[src/rtl/alu_pkg.sv]
// rtl/alu_pkg.sv - shared opcode, state and flag definitions for the ALU scheduler
package alu_pkg;

  localparam logic [3:0] ADD  = 4'd0;
  localparam logic [3:0] SUB  = 4'd1;
  localparam logic [3:0] CMP  = 4'd2;
  localparam logic [3:0] CMPR = 4'd3;
  localparam logic [3:0] AND  = 4'd4;
  localparam logic [3:0] OR   = 4'd5;
  localparam logic [3:0] XOR  = 4'd6;
  localparam logic [3:0] NOT  = 4'd7;
  localparam logic [3:0] LSH  = 4'd8;
  localparam logic [3:0] RSH  = 4'd9;
  localparam logic [3:0] ARSH = 4'd10;
  localparam logic [3:0] MUL  = 4'd11;
  localparam logic [3:0] FMUL = 4'd12;

  // Opcodes from here upward have no ALU function and are reported via bad_op.
  localparam logic [3:0] FIRST_BAD_OP = 4'd13;

  localparam int FLAG_LOW  = 2;
  localparam int FLAG_NEG  = 1;
  localparam int FLAG_ZERO = 0;

  typedef enum logic {
    IDLE = 1'b0,
    EXEC = 1'b1
  } state_e;

  function automatic logic is_long_op(input logic [3:0] op);
    return (op == MUL) || (op == FMUL);
  endfunction

endpackage

[src/rtl/rr_arbiter2.sv]
// rtl/rr_arbiter2.sv - two-way round-robin arbiter, combinational grant, registered history
module rr_arbiter2 (
  input  logic       clk,
  input  logic       rst_n,
  input  logic       en,
  input  logic [1:0] req,
  output logic [1:0] gnt
);

  // Index of the requester granted most recently; reset to 1 so requester 0 wins the first tie.
  logic last_grant_q, last_grant_d;

  always_comb begin
    gnt = 2'b00;
    if (en) begin
      case (req)
        2'b01:   gnt = 2'b01;
        2'b10:   gnt = 2'b10;
        2'b11:   gnt = last_grant_q ? 2'b01 : 2'b10;
        default: gnt = 2'b00;
      endcase
    end
  end

  always_comb begin
    last_grant_d = last_grant_q;
    if (|gnt) last_grant_d = gnt[1];
  end

  always_ff @(posedge clk or negedge rst_n) begin
    if (!rst_n) last_grant_q <= 1'b1;
    else        last_grant_q <= last_grant_d;
  end

endmodule

[src/rtl/alu_scheduler.sv]
// rtl/alu_scheduler.sv - shares one external 16-bit ALU between two requesters
module alu_scheduler
  import alu_pkg::*;
#(
  parameter int MUL_CYCLES = 2
) (
  input  logic        clk,
  input  logic        reset_n,
  input  logic [1:0]  req,
  input  logic [3:0]  op0,
  input  logic [3:0]  op1,
  input  logic [15:0] a0,
  input  logic [15:0] b0,
  input  logic [15:0] a1,
  input  logic [15:0] b1,
  output logic [1:0]  gnt,
  output logic [1:0]  done,
  output logic        busy,
  output logic [15:0] res_c,
  output logic [15:0] res_d,
  output logic        bad_op,
  output logic [2:0]  flags0,
  output logic [2:0]  flags1,
  output logic [15:0] alu_a,
  output logic [15:0] alu_b,
  output logic [3:0]  alu_opcode,
  input  logic [15:0] alu_c,
  input  logic [15:0] alu_d,
  input  logic        alu_low,
  input  logic        alu_negative,
  input  logic        alu_zero
);

  localparam logic [2:0] LONG_CNT = 3'(MUL_CYCLES - 1);

  state_e      state_q, state_d;
  logic [2:0]  cnt_q, cnt_d;
  logic        owner_q, owner_d;
  logic [15:0] alu_a_q, alu_a_d;
  logic [15:0] alu_b_q, alu_b_d;
  logic [3:0]  alu_opcode_q, alu_opcode_d;
  logic [15:0] res_c_q, res_c_d;
  logic [15:0] res_d_q, res_d_d;
  logic [2:0]  flags0_q, flags0_d;
  logic [2:0]  flags1_q, flags1_d;
  logic [1:0]  done_q, done_d;
  logic        bad_op_q, bad_op_d;

  logic [3:0]  sel_op;
  logic [2:0]  alu_flags;

  rr_arbiter2 u_arb (
    .clk   (clk),
    .rst_n (reset_n),
    .en    (state_q == IDLE),
    .req   (req),
    .gnt   (gnt)
  );

  always_comb begin
    alu_flags            = 3'b000;
    alu_flags[FLAG_LOW]  = alu_low;
    alu_flags[FLAG_NEG]  = alu_negative;
    alu_flags[FLAG_ZERO] = alu_zero;
  end

  always_comb begin
    state_d      = state_q;
    cnt_d        = cnt_q;
    owner_d      = owner_q;
    alu_a_d      = alu_a_q;
    alu_b_d      = alu_b_q;
    alu_opcode_d = alu_opcode_q;
    res_c_d      = res_c_q;
    res_d_d      = res_d_q;
    flags0_d     = flags0_q;
    flags1_d     = flags1_q;
    done_d       = 2'b00;
    bad_op_d     = 1'b0;
    sel_op       = gnt[1] ? op1 : op0;

    case (state_q)
      IDLE: begin
        if (|gnt) begin
          owner_d      = gnt[1];
          alu_opcode_d = sel_op;
          alu_a_d      = gnt[1] ? a1 : a0;
          alu_b_d      = gnt[1] ? b1 : b0;
          cnt_d        = is_long_op(sel_op) ? LONG_CNT : 3'd0;
          state_d      = EXEC;
        end
      end
      EXEC: begin
        if (cnt_q != 3'd0) begin
          cnt_d = cnt_q - 3'd1;
        end else begin
          res_c_d = alu_c;
          res_d_d = alu_d;
          if (owner_q) flags1_d = alu_flags;
          else         flags0_d = alu_flags;
          done_d[owner_q] = 1'b1;
          bad_op_d        = (alu_opcode_q >= FIRST_BAD_OP);
          state_d         = IDLE;
        end
      end
    endcase
  end

  always_ff @(posedge clk or negedge reset_n) begin
    if (!reset_n) begin
      state_q      <= IDLE;
      cnt_q        <= 3'd0;
      owner_q      <= 1'b0;
      alu_a_q      <= 16'h0000;
      alu_b_q      <= 16'h0000;
      alu_opcode_q <= 4'h0;
      res_c_q      <= 16'h0000;
      res_d_q      <= 16'h0000;
      flags0_q     <= 3'b000;
      flags1_q     <= 3'b000;
      done_q       <= 2'b00;
      bad_op_q     <= 1'b0;
    end else begin
      state_q      <= state_d;
      cnt_q        <= cnt_d;
      owner_q      <= owner_d;
      alu_a_q      <= alu_a_d;
      alu_b_q      <= alu_b_d;
      alu_opcode_q <= alu_opcode_d;
      res_c_q      <= res_c_d;
      res_d_q      <= res_d_d;
      flags0_q     <= flags0_d;
      flags1_q     <= flags1_d;
      done_q       <= done_d;
      bad_op_q     <= bad_op_d;
    end
  end

  assign busy       = (state_q == EXEC);
  assign done       = done_q;
  assign bad_op     = bad_op_q;
  assign res_c      = res_c_q;
  assign res_d      = res_d_q;
  assign flags0     = flags0_q;
  assign flags1     = flags1_q;
  assign alu_a      = alu_a_q;
  assign alu_b      = alu_b_q;
  assign alu_opcode = alu_opcode_q;

endmodule

[config.mk]
export PLATFORM = sky130hd
export DESIGN_NAME = alu_scheduler
export DESIGN_NICKNAME = d
export VERILOG_FILES = /design/src/rtl/alu_pkg.sv /design/src/rtl/rr_arbiter2.sv /design/src/rtl/alu_scheduler.sv
export SDC_FILE = /design/constraint.sdc
export NUM_CORES = 1
export LEC_CHECK = 0
export ABC_AREA = 1
export CAP_MARGIN = 20
export CORE_UTILIZATION = 35
export CTS_CLUSTER_DIAMETER = 50
export CTS_CLUSTER_SIZE = 16
export DETAILED_ROUTE_END_ITERATION = 6
export PLACE_DENSITY = 0.76
export SLEW_MARGIN = 40
export SYNTH_ARGS = -nofsm -noshare
export SYNTH_HDL_FRONTEND = slang
export SYNTH_SLANG_ARGS = --single-unit
[constraint.sdc]
create_clock -name clk -period 1.3 [get_ports clk]
set_input_delay 0.195 -clock clk [delete_from_list [all_inputs] [get_ports clk]]
set_output_delay 0.195 -clock clk [all_outputs]
set_load 0.005 [all_outputs]
After elaboration in Yosys (flattened, before gate mapping)
Index checks and enable logic that the tools add are counted.
W data, S select, Z words.

storage, ports and cells
  register bits after elaboration = 83
  output and inout bits = 80

operators by class
  add/sub/neg operators = 1
  magnitude comparators = 3
  equal/unequal tests = 7
  muxes and demuxes = 19
  bitwise logic cells = 3
  reduce and logical (&&, ||, !) cells = 9

operators by type and width
  cell                   number
  $mux W16               2
  $eq A4 B4 Y1 const B   2
  $mux W2                4
  $mux W1                6
  $mux W3                2
  $pmux W2 S3            1
  $pmux W3 S2            1
  $reduce_and A2 Y1      3
  $reduce_and A3 Y1      2
  $eq A2 B2 Y1 const B   2
  $ge A4 B4 Y1 const B   1
  $mux W4                1
  $not A1 Y1             3
  $reduce_bool A3 Y1     1
  $sub A3 B1 Y3 const B  1
  $eq A2 B1 Y1 const B   1
  $lt A1 B2 Y1 const B   1
  $ne A2 B1 Y1 const B   1
  $ne A2 B2 Y1 const B   1
  $pmux W1 S2            1
  $reduce_or A2 Y1       1
  $demux W1 S1           1
  $ge A1 B1 Y1 const B   1
  $logic_and A1 B1 Y1    1
  $logic_or A1 B1 Y1     1

Depth between registers and ports, before layout
Gate-level depths: netlist of the first run.

  depth after elaboration = 9
  depth in mapped cells = 8
  depth with buffers taken out = 8

By module
A second synthesis of the first run with hierarchy kept.

unflattened totals
  cell total of the unflattened synthesis = 350
  area, all modules = 3,520.9 um^2

by module, submodules not included
  module         instances  cells each  area each (um^2)
  alu_scheduler  1          339         3,455.8
  rr_arbiter2    1          11          65.1

Worst setup path before layout of the first run
OpenSTA, ideal clock, no wires.

  path type = reg2reg
  start = register cnt_q[0]
  end = register res_c_q[0], in the netlist res_c[0]
  arrival = 1.265 ns
  required time = 1.184 ns
  path slack = -0.082 ns
  cell stages (with the launch flop) = 9
  buffers on the path = 1
  cell sequence = dfrtp_1 inv_1 ha_1 ha_1 nand2_1 inv_1 buf_2 nand2_1 nand2_1

between the ends
  word-level cells in the longest chain between the ends = 3

RTL lines
  item                                line                  source
  start: declaration                  alu_scheduler.sv:37   logic [2:0] cnt_q, cnt_d;
  start signal: assignment            alu_scheduler.sv:125  cnt_q <= cnt_d;
  $reduce_bool A3 Y1                  alu_scheduler.sv:94   if (cnt_q != 3'd0) begin
  $not A1 Y1 (no source line)         --
  $reduce_and A2 Y1 (no source line)  --
  end signal: assignment              alu_scheduler.sv:130  res_c_q <= res_c_d;
  end: declaration                    alu_scheduler.sv:42   logic [15:0] res_c_q, res_c_d;

No other way between the ends.
A chain may end at the register's enable or synchronous reset.

Worst setup path after layout of the first run
  start = register cnt_q[0]
  end = register res_c_q[1], in the netlist res_c[1]

The elaborated chain is that of the path after synthesis.

==> impl_metrics.tcl, run 1 <==
set metrics [dict create \
    syn-num-nets 528 \
    rsz0062_at_grt "true" \
    routedWlPerCell_um 15.18 \
    powerDensity_nw_per_um2 2221 \
    drt_iter0_drc 119 \
    hold_viol 0 \
    synth_area_per_cell_um2 8.502 \
    dp.cells 746 \
    async_flop_share 1.000 \
    crit_path_start_kind "flop" \
    yosysMostFrequentCell "nand2_1" \
    root_buffer "clkbuf_8" \
    core_um2 9774 \
    ys_seq_area_frac 0.5890 \
    synth_area_um2 3528 \
    fin_crit_sh 1.086 \
    worstSkewPairLatency_ps 340 \
    violations "setup timing" \
    drtPass1Iterations 4 \
    place.gp.congestion 0.7635 \
    hp-class "input pin to asynchronous set/reset pin" \
    grt_pass1_vias 3794 \
    synth_cells 415 \
    grt_pass1_wl_mm 18.04 \
    drv_cap 0 \
    synth.distinct_cells 22 \
    vias_per_cell 4.753 \
    n_antenna_cell 0 \
    synth_top_cells_by_count "nand2_1, dfrtp_1, nor2_1" \
    status "finished, violations left" \
    path_max_fanout 8 \
    fmax_mhz 708.5 \
    ant_nets 0 \
    clk_pin_slew_ps 90 \
    setup_viol_count_final 65 \
    required_ps 1540 \
    yosysTopAreaCellShare 0.5816 \
    drc 0 \
    final_layout_size_suffix_gt1_frac 0.2642 \
    die_h_um 102.4 \
    port_buffers 190 \
    r2r_end "res_c[1]$_DFFE_PN0P_" \
    rows 36 \
    grt_usage 0.2245 \
    dr_total_vias 3817 \
    grt_antenna_before_repair 0 \
    globalRoute.totalOverflow 0 \
    synthTopCellsByArea "dfrtp_1, nand2_1, a31oi_1" \
    synth-main-ff-cell "dfrtp_1" \
    peakVddDrop_uv 1035 \
    power.leakage_uw 0.003262 \
    synthToLayoutAreaGrowth_pct 92.87 \
    critPathCaptureType "flop" \
    synth_top_area_cell "dfrtp_1" \
    start_util 0.3610 \
    finalCriticalPeriod_ps 1411 \
    n_fill_cell 764 \
    setup_tns_ps -3160 \
    worstReg2RegStart "cnt_q[0]$_DFFE_PN0P_" \
    dp_hpwl_mm 7.650 \
    ioPinCount 191 \
    worstPathArrival_ps 1650 \
    cts_tree "done" \
    final_core_util 0.6962 \
    synth-seq-cells 83 \
    yosysWarnings 0 \
    die_w_um 102.4 \
    r2r_setup_slack_ps -110 \
    startpoint "cnt_q[0]$_DFFE_PN0P_" \
    cts_made_buffers 9 \
    reg2reg_depth 9 \
    critical_path_class "flop to flop" \
    wl_mm 12.19 \
    die_area_um2 10490 \
    worst_pin_slew_ps 391.8 \
    finalNonFillerCells 803 \
    relSlewSlack 0.7388 \
    grt_max_degree 30 \
    synth_edf_count 0 \
    cts_max_path_buffers 2 \
    cts_sinks 83 \
    layout.nets 778 \
    slew_violations 0 \
    endpoint "res_c[1]$_DFFE_PN0P_" \
    htree_levels 3 \
    setup_slack_ps -111.4 \
    place_ws_ps -359.0 \
    finClkSkew_ps 7.241 \
]
[metal layers]
| metal | vias to the layer above | global-route usage | share of wire | wire length, µm |
|---|---|---|---|---|
| met2 | 133 | 0.4022 | 0.51 | 6241 |
| met1 | 1836 | 0.2689 | 0.42 | 5073 |
| met4 | 0 | 0.07363 | 0.013 | 163 |
| li1 | 1834 | - | - | - |
| met3 | 14 | 0.04583 | 0.058 | 709 |
| met5 | - | 0 | 0 | 0 |
[cell usage in the layout, fill, tap and decap left out, drive strengths merged, types with 2 or more instances in the layout]
cell           netlist  routed
a21oi                4       4
a31oi               32      32
buf                 16      68
bufinv               0       2
clkbuf               4      12
clkdlybuf4s50        0     109
clkinvlp             0       2
dfrtp               82      82
dlygate4sd2          0      76
ha                   2       2
inv                 22      24
nand2              191     192
nand3                2       3
nand4                4       4
nor2                37      37
o21ai               15      15
o22ai                2       2
[worst max-delay path, cell delays in order (launching register included)]
cell and delay [ps]:
dfrtp_1 380, inv_2 60, ha_4 160, ha_4 170, nand2_4 80, buf_12 190, buf_12 130, inv_8 40
nand2_2 50, nand2_2 50
[worst min path at each step]
stage | from | to | slack, ps | cells past startpoint
after floorplan | reset_n | alu_a[0]$_DFFE_PN0P_ | -100 | 0
after global placement | reset_n | bad_op$_DFF_PN0_ | 140 | 1
after detailed placement | reset_n | bad_op$_DFF_PN0_ | 150 | 1
after CTS | reset_n | flags0[0]$_DFFE_PN0P_ | 340 | 2
after global routing | reset_n | bad_op$_DFF_PN0_ | 360 | 2
final | reset_n | alu_opcode[1]$_DFFE_PN0P_ | 340 | 2
[area by class of cell]
| type | count | area [µm²] | area share |
|---|---|---|---|
| Inverter | 22 | 103.9 | 0.01526 |
| Clock inverter | 4 | 75.07 | 0.01103 |
| Multi-Input combinational cell | 292 | 1648 | 0.2421 |
| Timing Repair inverter | 2 | 27.53 | 0.004045 |
| Sequential cell | 83 | 2078 | 0.3054 |
| Timing Repair Buffer | 255 | 2571 | 0.3778 |
| Tap cell | 133 | 166.4 | 0.02445 |
| Clock buffer | 12 | 135.1 | 0.01986 |
[logic make-up after synthesis]
logic type	after synthesis	share of synthesized area
compound gates	54	0.09042
fa+ha+maj	2	0.007091
buf+inv	42	0.05603
flops	83	0.5890
simple gates	234	0.2574
[what timing repair did]
action / in CTS / in global routing
endpoints found under the setup margin: 159 / 84
cloned: 8 / 1
pin swaps: 22 / 21
setup buffers: 27 / 6
hold buffers: 1 / 0
gates resized for setup: 176 / 76
endpoints found under the hold margin: 24 / 0
[registers in the layout, summed over array words and instances, names as in the netlist]
name	count
alu_a	16
alu_b	16
res_c	16
res_d	16
alu_opcode	4
cnt_q	3
flags0	3
flags1	3
done	2
bad_op	1
busy	1
owner_q	1
u_arb.last_grant_q	1
[stage by stage]
stage          hold WS (ps)  instance area, µm²  power, µW
2_1_floorplan        -100.6                3542       7165
3_3_place_gp          140.4                5754      10750
3_5_place_dp          149.6                5754      10980
4_1_cts               335.0                6506      14180
5_1_grt               355.3                6805      16110
6_report              343.3                6805      15110
[report_power, final]
group / total (µW) / switching [µW] / internal (µW)
sequential: 4570 / 702 / 3870
clock: 2000 / 910 / 1090
combinational: 8550 / 4010 / 4540
Note: power is estimated with default switching activity, not from simulation.
==> run 2, diff against run 1 <==
Settings changed: SLEW_MARGIN 40 to unset, TNS_END_PERCENT set to 5.
==> run 2 against run 1 <==
Effect of this change: the run still ends with setup timing left; power decreased by 12%; cell count decreased by 3.7%; count of clock-buffer cells in the layout stayed put; die area is the same; worst hold slack better by 6.1 ps; utilization down 6.0 points; maximum frequency rose by 1.0%; setup slack better by 14 ps.
==> impl_metrics.tcl, run 2 (synthesized netlist as in run 1, its figures left out) <==
set metrics [dict create \
    cts_made_buffers 9 \
    fin_crit_sh 1.075 \
    hp-class "input pin to asynchronous set/reset pin" \
    combPwrFrac 0.508 \
    critPathBufInv 2 \
    rsz0062_at_grt "true" \
    dp_hpwl_mm 7.650 \
    worstReg2RegStart "cnt_q[0]$_DFFE_PN0P_" \
    n_antenna_cell 0 \
    finalNonFillerCells 773 \
    hold_ws_ps 349.4 \
    cts_max_path_buffers 2 \
    die_w_um 102.4 \
    final_cell_mix "nand2_1, clkdlybuf4s50_1, dfrtp_1" \
    crit_path_start_kind "flop" \
    htree_levels 3 \
    drt_iter0_drc 104 \
    die_area_um2 10490 \
    final_layout_size_suffix_gt1_frac 0.1531 \
    worstSkewPairLatency_ps 340 \
    critPathCaptureType "primary output" \
    globalRoute.totalOverflow 0 \
    fin_area_um2 6223 \
    finalCriticalPeriod_ps 1397 \
    critPathMaxStageDelay_ps 570 \
    slew_violations 0 \
    dr_total_vias 3602 \
    finalPower_uw 13260 \
    startpoint "u_arb.last_grant_q$_DFFE_PN1P_" \
    r2r_setup_slack_ps -100 \
    grt_pass1_vias 3491 \
    switching_share 0.3626 \
    port_buffers 190 \
    grt_pass1_wl_mm 16.07 \
    power.leakage_uw 0.002987 \
    endpoint "gnt[1]" \
    relSlewSlack 0.7360 \
    cts_tree "done" \
    layout.nets 748 \
    hold_viol 0 \
    rows 36 \
    core_um2 9774 \
    p_clk_frac 0.151 \
    final_common_cell "nand2_1" \
    path_max_fanout 4 \
    p_int_uw 8449 \
    ioPinCount 191 \
    required_ps 1110 \
    grt_max_degree 36 \
    wl_mm 10.81 \
    vias_per_cell 4.660 \
    clk_pin_slew_ps 90 \
    synthToLayoutAreaGrowth_pct 76.38 \
    powerDensity_nw_per_um2 2130 \
    setup_tns_ps -1887 \
    placed_area_um2 5754 \
    finClkSkew_ps 9.365 \
    worst_pin_slew_ps 395.9 \
    ant_nets 0 \
    r2r_end "cnt_q[0]$_DFFE_PN0P_" \
    setup_slack_ps -97.21 \
    routedWlPerCell_um 13.99 \
    cp_top_family "flip-flops" \
    worstPathArrival_ps 1200 \
    start_util 0.3610 \
    peakVddDrop_uv 1037 \
    status "finished, violations left" \
    reg2reg_depth 9 \
    pwr-share-seq 0.341 \
    drtPass1Iterations 4 \
    setup_viol_count_final 59 \
    cp_num_cells 4 \
    root_buffer "clkbuf_8" \
    grt_antenna_before_repair 0 \
    fmax_mhz 715.7 \
    drv_cap 0 \
    violations "setup timing" \
    grt_usage 0.1970 \
    worstPathCellList "nand2_4, inv_4, nor2_4, buf_2" \
    p_switching_uw 4807 \
    dp.cells 746 \
    place.gp.congestion 0.7635 \
    drc 0 \
    cp_slowest_cell "dfstp_2" \
    cts_sinks 83 \
    die_h_um 102.4 \
    critical_path_class "flop to primary output" \
]
[run 2: per-layer routing]
| layer | wire length, µm | share of wire | track usage | vias up |
|---|---|---|---|---|
| li1 | - | - | - | 1772 |
| met1 | 4522 | 0.42 | 0.2382 | 1691 |
| met2 | 5452 | 0.50 | 0.3480 | 125 |
| met3 | 674 | 0.062 | 0.04446 | 14 |
| met4 | 165 | 0.015 | 0.06264 | 0 |
| met5 | 0 | 0 | 0 | - |
[run 2: area by class of cell]
| class | instances | area, µm² |
|---|---|---|
| clock buffers | 12 | 135.1 |
| clock inverters | 4 | 75.07 |
| fillers | 836 | 3551 |
| inverters | 22 | 102.6 |
| multi-input cells | 291 | 1416 |
| flip-flops and latches | 83 | 2078 |
| well taps | 133 | 166.4 |
| repair buffers | 228 | 2250 |
[run 2: worst min-delay path by stage]
stage,start,to,slack [ps],cells past startpoint
CTS,reset_n,flags0[0]$_DFFE_PN0P_,340,2
detailed placement,reset_n,bad_op$_DFF_PN0_,150,1
floorplan,reset_n,alu_a[0]$_DFFE_PN0P_,-100,0
finish,reset_n,alu_opcode[1]$_DFFE_PN0P_,350,2
global route,reset_n,alu_opcode[3]$_DFFE_PN0P_,380,2
global placement,reset_n,bad_op$_DFF_PN0_,140,1
[run 2: power by group through the flow]
stage / Sequential (µW) / Clock (µW) / Combinational (µW)
floorplan: 4650 / 0 / 2510
global placement: 4540 / 0 / 6220
detailed placement: 4570 / 0 / 6410
CTS: 4480 / 2060 / 6250
global route: 4700 / 2150 / 7430
finish: 4520 / 2000 / 6740
[run 2: timing repair]
item	in CTS	in global routing
pin swaps	8	17
hold buffers	1	0
gates cloned	1	2
resized for setup	127	38
hold endpoints to repair	24	0
setup endpoints to repair	159	81
buffers inserted	5	2
[run 2: metrics by stage]
stage,util,setup WS [ps]
6_report,0.6367,-97.21
5_1_grt,0.6367,-161.7
3_5_place_dp,0.5887,-359.0
3_3_place_gp,0.5887,-327.9
2_1_floorplan,-,5.804
4_1_cts,0.6196,-119.2
